<file path="config.mk">
export PLATFORM = sky130hd
export DESIGN_NAME = spi_slave_core
export DESIGN_NICKNAME = d
export VERILOG_FILES = /design/src/rtl/spi_slave_core.sv
export SDC_FILE = /design/constraint.sdc
export NUM_CORES = 1
export LEC_CHECK = 0
export BUFFER_PORTS_ARGS = -buffer_cell sky130_fd_sc_hd__buf_2
export CAP_MARGIN = 20
export CELL_PAD_IN_SITES_DETAIL_PLACEMENT = 0
export CELL_PAD_IN_SITES_GLOBAL_PLACEMENT = 1
export CORE_MARGIN = 5
export CORE_UTILIZATION = 30
export DETAILED_ROUTE_END_ITERATION = 8
export PLACE_DENSITY = 0.56
export SYNTH_ARGS = -nofsm -noshare
export SYNTH_HDL_FRONTEND = slang
export SYNTH_SLANG_ARGS = --single-unit
</file>
<file path="constraint.sdc">
create_clock -name I_CLK -period 1.98 [get_ports I_CLK]
set_input_delay 0.099 -clock I_CLK [delete_from_list [all_inputs] [get_ports I_CLK]]
set_output_delay 0.099 -clock I_CLK [all_outputs]
set_load 0.005 [all_outputs]
</file>
<file path="src/rtl/spi_slave_core.sv">
// SPI Mode 0 slave endpoint (CPOL=0, CPHA=0, MSB first).
// The SPI pins are oversampled in the I_CLK domain. Received bits are
// assembled into words. Transmit words come from a single-entry holding
// register, or from TX_IDLE_BYTE when the holding register is empty.
module spi_slave_core #(
    parameter int                    DATA_WIDTH   = 8,
    parameter int                    SYNC_STAGES  = 2,
    parameter logic [DATA_WIDTH-1:0] TX_IDLE_BYTE = 8'hFF
) (
    input  logic                  I_CLK,
    input  logic                  I_RESETN,
    input  logic                  SCLK_SLAVE,
    input  logic                  SS_N_SLAVE,
    input  logic                  MOSI_SLAVE,
    output logic                  MISO_SLAVE,
    output logic                  MISO_OE,
    input  logic                  I_TX_EN,
    input  logic [DATA_WIDTH-1:0] I_TX_DATA,
    output logic                  O_TX_READY,
    output logic [DATA_WIDTH-1:0] O_RX_DATA,
    output logic                  O_RX_VALID,
    output logic                  O_FRAME_ERR,
    output logic                  O_BUSY
);

    localparam int CW = (DATA_WIDTH > 1) ? $clog2(DATA_WIDTH) : 1;
    localparam logic [CW-1:0] LAST_BIT = CW'(DATA_WIDTH - 1);

    typedef enum logic {
        ST_IDLE  = 1'b0,
        ST_SHIFT = 1'b1
    } state_t;

    // Synchronizer chains and edge-detect history
    logic [SYNC_STAGES-1:0] sclk_sync_q;
    logic [SYNC_STAGES-1:0] ss_sync_q;
    logic [SYNC_STAGES-1:0] mosi_sync_q;
    logic [SYNC_STAGES-1:0] fill_q;
    logic                   sclk_prev_q;
    logic                   ss_prev_q;
    logic                   armed_q;

    logic sclk_s, ss_s, mosi_s;
    logic sclk_rise, sclk_fall, ss_fall, ss_rise;

    // FSM and datapath state
    state_t                state_q, state_d;
    logic [DATA_WIDTH-1:0] holding_q, holding_d;
    logic                  hold_full_q, hold_full_d;
    logic [DATA_WIDTH-1:0] tx_shift_q, tx_shift_d;
    logic [DATA_WIDTH-1:0] rx_shift_q, rx_shift_d;
    logic [CW-1:0]         bit_cnt_q, bit_cnt_d;
    logic                  reload_q, reload_d;
    logic                  oe_q, oe_d;
    logic [DATA_WIDTH-1:0] rx_data_q, rx_data_d;
    logic                  rx_valid_q, rx_valid_d;
    logic                  frame_err_q, frame_err_d;

    logic                  consume;
    logic [DATA_WIDTH-1:0] load_word;

    assign sclk_s = sclk_sync_q[SYNC_STAGES-1];
    assign ss_s   = ss_sync_q[SYNC_STAGES-1];
    assign mosi_s = mosi_sync_q[SYNC_STAGES-1];

    // A frame may only start once SS_N has genuinely been seen high after
    // reset; fill_q marks when the chain output holds a real pin sample
    // rather than its reset value, so SS_N held low through reset is ignored.
    assign sclk_rise = sclk_s & ~sclk_prev_q;
    assign sclk_fall = ~sclk_s & sclk_prev_q;
    assign ss_fall   = armed_q & ss_prev_q & ~ss_s;
    assign ss_rise   = ss_s & ~ss_prev_q;

    assign load_word = hold_full_q ? holding_q : TX_IDLE_BYTE;

    // Synchronize pins into I_CLK and keep one cycle of history for edges
    always_ff @(posedge I_CLK or negedge I_RESETN) begin
        if (!I_RESETN) begin
            sclk_sync_q <= '0;
            ss_sync_q   <= '1;
            mosi_sync_q <= '0;
            fill_q      <= '0;
            sclk_prev_q <= 1'b0;
            ss_prev_q   <= 1'b1;
            armed_q     <= 1'b0;
        end else begin
            sclk_sync_q <= {sclk_sync_q[SYNC_STAGES-2:0], SCLK_SLAVE};
            ss_sync_q   <= {ss_sync_q[SYNC_STAGES-2:0], SS_N_SLAVE};
            mosi_sync_q <= {mosi_sync_q[SYNC_STAGES-2:0], MOSI_SLAVE};
            fill_q      <= {fill_q[SYNC_STAGES-2:0], 1'b1};
            sclk_prev_q <= sclk_s;
            ss_prev_q   <= ss_s;
            armed_q     <= armed_q | (fill_q[SYNC_STAGES-1] & ss_s);
        end
    end

    // State register for the FSM and its shift/holding datapath
    always_ff @(posedge I_CLK or negedge I_RESETN) begin
        if (!I_RESETN) begin
            state_q     <= ST_IDLE;
            holding_q   <= '0;
            hold_full_q <= 1'b0;
            tx_shift_q  <= '0;
            rx_shift_q  <= '0;
            bit_cnt_q   <= '0;
            reload_q    <= 1'b0;
            oe_q        <= 1'b0;
            rx_data_q   <= '0;
            rx_valid_q  <= 1'b0;
            frame_err_q <= 1'b0;
        end else begin
            state_q     <= state_d;
            holding_q   <= holding_d;
            hold_full_q <= hold_full_d;
            tx_shift_q  <= tx_shift_d;
            rx_shift_q  <= rx_shift_d;
            bit_cnt_q   <= bit_cnt_d;
            reload_q    <= reload_d;
            oe_q        <= oe_d;
            rx_data_q   <= rx_data_d;
            rx_valid_q  <= rx_valid_d;
            frame_err_q <= frame_err_d;
        end
    end

    // Next-state logic: frame control, bit shifting and TX holding register
    always_comb begin
        state_d     = state_q;
        holding_d   = holding_q;
        hold_full_d = hold_full_q;
        tx_shift_d  = tx_shift_q;
        rx_shift_d  = rx_shift_q;
        bit_cnt_d   = bit_cnt_q;
        reload_d    = reload_q;
        oe_d        = oe_q;
        rx_data_d   = rx_data_q;
        rx_valid_d  = 1'b0;
        frame_err_d = 1'b0;
        consume     = 1'b0;

        case (state_q)
            ST_IDLE: begin
                if (ss_fall) begin
                    state_d    = ST_SHIFT;
                    tx_shift_d = load_word;
                    consume    = 1'b1;
                    bit_cnt_d  = '0;
                    reload_d   = 1'b0;
                    oe_d       = 1'b1;
                end
            end
            ST_SHIFT: begin
                // Sampling edge is handled before a coincident SS_N rise so a
                // word completed on that edge is still delivered.
                if (sclk_rise) begin
                    rx_shift_d = {rx_shift_q[DATA_WIDTH-2:0], mosi_s};
                    if (bit_cnt_q == LAST_BIT) begin
                        rx_data_d  = {rx_shift_q[DATA_WIDTH-2:0], mosi_s};
                        rx_valid_d = 1'b1;
                        bit_cnt_d  = '0;
                        reload_d   = 1'b1;
                    end else begin
                        bit_cnt_d = bit_cnt_q + 1'b1;
                    end
                end
                // After a word boundary the next falling edge presents a fresh
                // word instead of shifting, allowing back-to-back words.
                if (sclk_fall) begin
                    if (reload_q) begin
                        tx_shift_d = load_word;
                        consume    = 1'b1;
                        reload_d   = 1'b0;
                    end else begin
                        tx_shift_d = tx_shift_q << 1;
                    end
                end
                if (ss_rise) begin
                    state_d     = ST_IDLE;
                    oe_d        = 1'b0;
                    frame_err_d = (bit_cnt_d != '0);
                    bit_cnt_d   = '0;
                    reload_d    = 1'b0;
                end
            end
            default: begin
                state_d = ST_IDLE;
            end
        endcase

        // A write in the same cycle as a load refills the register after the
        // old value has been taken; a write to a full register overwrites it.
        if (consume) begin
            hold_full_d = 1'b0;
        end
        if (I_TX_EN) begin
            holding_d   = I_TX_DATA;
            hold_full_d = 1'b1;
        end
    end

    assign MISO_SLAVE  = oe_q & tx_shift_q[DATA_WIDTH-1];
    assign MISO_OE     = oe_q;
    assign O_TX_READY  = ~hold_full_q;
    assign O_RX_DATA   = rx_data_q;
    assign O_RX_VALID  = rx_valid_q;
    assign O_FRAME_ERR = frame_err_q;
    assign O_BUSY      = (state_q == ST_SHIFT);

endmodule

</file>
==> metrics.txt <==
status finished, final reports clean; Netlist cell types 30; DP Cell Count 246; main area contributors after synthesis dfrtp_1, mux2_2, dfstp_2, o21ai_0, nand3b_1; number of global-route vias before repair 1371; CTS tree done; sw frac 0.253; Hold Path Class primary input to flip-flop; Worst-path clk slew 90 ps; Syn. warnings 0; ys flop type dfrtp_1; worst-path fanout max 18; clk_lat worst skew 300 ps; DR WL/cell 14.1 um; Area growth syn-to-layout 18.8%; H-Tree Level Count 2; worst slew pin tran 591 ps; post-synth top area cell dfrtp_1; starting density of the core 0.313; CP Data Arrival Time 1800 ps; Non-Filler Instances 258; Logic pwr share 0.139; pre-CTS WS 387 ps; Setup Viol. Count Final 0; Layout Nets 196; GRT Total Usage 0.0935; layout cells sized above 1 0.381; Die Span Y 91.8 um; register area share after synthesis 0.637; static leakage 1.13 nW; R2R depth 4; CP Data Required Time 2180 ps; Post-Syn Area 0.00201 mm^2; ANT nets after route 0; FP Rows 29; Buf/Inv on CP 0; dpl cell area 0.00222 mm^2; Syn Nets 162; WS Path Type flip-flop to flip-flop; first-pass iteration count of the detailed router 4; # clock sinks 51; CORE AREA 0.00642 mm^2; Top delay family on crit path flip-flops; worst reg2reg path startpoint O_BUSY; Reg power frac 0.547; CP peak stage delay 670 ps; peak supply drop 0.000457 V; setup TNS 0 ps; r2r setup slk 380 ps; Hold Violations, Final 0; Port Buf Inserts 27; grt ovf 0; initial antenna violation count 0; Die Width 91.8 um; unrepaired setup endpoints after global routing no; post-synth top area share 0.598; Tot Pwr 2.42 mW; Worst path depth 4; Hold Path Cell Cnt 2; Rel. slew slack 0.606; Mean Syn Cell Area 13.8 um^2; CTS max path bufs 2; Worst Setup End Kind flip-flop; gp weighted congestion 0.727; Initial DRC Count 73; I/O pins 28; ANT cells 0; post-route DRC violation count 0; first-pass GRT wire length 6240 um; full die area 0.00843 mm^2; fin crit share 0.806; fmax 626 MHz; Final WS setup 383 ps; dpl hpwl 2660 um; most common cell in the netlist dfrtp_1; vias per inst 4.64; flops & latches, synth 51; worst reg2reg endpoint hold_full_q; detailed-route via count 1196; Max Cap Viol 0; slowest CP cell dfrtp_1; synth cell count leaders dfrtp_1, mux2_2, nor2_1, o21ai_0, a21oi_1; Hold EP holding_q[0]; post-route cell area 0.00239 mm^2; number of buffers created by CTS 5; Synth async-reset ratio 1.00; CTS root buf clkbuf_8; Post CTS Setup Buffer Count 0; Pwr Density 1010 mW/mm^2; Min Clock Period, post-route 1600 ps; number of flops mapped to enable cells by yosys 0; number of fill cells 615; Hold Path Origin I_TX_DATA[0]; pins over their slew limit 0; Setup Skew 4.98 ps; clock network power share 0.314; startpoint types flip-flop; Psw 612 uW; cell count after synthesis 146; largest net degree at the start of global routing 28; P_int 1.81 mW; total wire length 3640 um; CP cell instances nand2_2, o22ai_4, nand2_1, a21o_1
==> metal layers <==
| layer | wire length (um) | track usage | vias to the layer above |
|---|---|---|---|
| met5 | 0 | 0 | - |
| met4 | 66 | 0.0371 | 0 |
| met3 | 167 | 0.0327 | 5 |
| met2 | 1780 | 0.155 | 27 |
| met1 | 1620 | 0.111 | 592 |
| li1 | - | - | 572 |
==> cells by family (layout without fill, tap and decap cells) <==
kind of cell | after synthesis | count (layout) | share of synthesized area
DFF | 51 | 51 | 0.637
muxes | 23 | 23 | 0.129
adders and majority gates | 2 | 2 | 0.0125
other | 1 | 1 | 0.00187
and+or+nand+nor | 30 | 30 | 0.0972
buffers and inverters | 10 | 45 | 0.0287
AOI/OAI and AO/OA | 29 | 29 | 0.0935
==> layout by cell type (no fill, tap or decap) <==
master	count
dfrtp_1	48
buf_2	27
mux2_2	23
o21ai_0	11
nor2_1	11
a21oi_1	8
nand3b_1	7
clkbuf_8	6
inv_1	4
dlygate4sd3_1	4
a21o_1	3
a22o_1	3
dfstp_2	3
nor2b_1	2
nand2_1	2
ha_1	2
and2_1	1
nand3b_4	1
nor3_1	1
nor4_1	1
a211oi_1	1
nand3_4	1
nand2_4	1
o21a_1	1
nand2_2	1
o22ai_4	1
nand2b_2	1
a32oi_1	1
bufinv_16	1
inv_6	1
conb_1	1
buf_4	1
buf_12	1
==> sequential cells by signal, indices dropped and copies added (netlist names) <==
name,count
holding_q,8
fill_q,2
sclk_sync_q,2
mosi_sync_q,2
reload_q,1
O_BUSY,1
O_RX_DATA,8
tx_shift_q,8
ss_prev_q,1
MISO_OE,1
O_RX_VALID,1
rx_shift_q,7
armed_q,1
O_FRAME_ERR,1
ss_sync_q,2
sclk_prev_q,1
hold_full_q,1
bit_cnt_q,3
==> power by group through the flow <==
| stage | clock (mW) | sequential [mW] | combinational, mW |
|---|---|---|---|
| 2_1_floorplan | 0 | 1.30 | 0.262 |
| 3_3_place_gp | 0 | 1.34 | 0.322 |
| 3_5_place_dp | 0 | 1.35 | 0.340 |
| 4_1_cts | 0.790 | 1.33 | 0.347 |
| 5_1_grt | 0.828 | 1.35 | 0.385 |
| 6_report | 0.758 | 1.32 | 0.337 |
==> layout make-up <==
type / count / area [um^2] / share of cell area
clock buffer: 6 / 82.6 / 0.0346
clock inverter: 2 / 38.8 / 0.0163
inverter: 4 / 15.0 / 0.00629
multi-input combinational: 85 / 671 / 0.281
sequential: 51 / 1280 / 0.536
tap: 77 / 96.3 / 0.0404
timing repair buffer: 33 / 203 / 0.0849
==> what timing repair did <==
item / CTS / global route
hold buffers: 4 / 0
setup endpoints to repair: 0 / 0
gates resized for setup: 0 / 0
hold endpoints to repair: 27 / 0
==> stage by stage <==
step	hold WS (ps)	utilization
2_1_floorplan	-197	-
3_3_place_gp	139	0.346
3_5_place_dp	145	0.346
4_1_cts	8.64	0.372
5_1_grt	4.68	0.372
6_report	20.0	0.372
==> worst max-delay path by stage <==
| stage | slack (ps) | startpoint | endpoint |
|---|---|---|---|
| final | 380 | O_BUSY | hold_full_q |
| after global routing | 250 | O_BUSY | hold_full_q |
| after CTS | 370 | O_BUSY | hold_full_q |
| after detailed placement | 390 | O_BUSY | hold_full_q |
| after global placement | 460 | O_BUSY | hold_full_q |
| after floorplan | 590 | bit_cnt_q[0] | O_RX_DATA[0] |
Power figures use the tool's default switching activity.
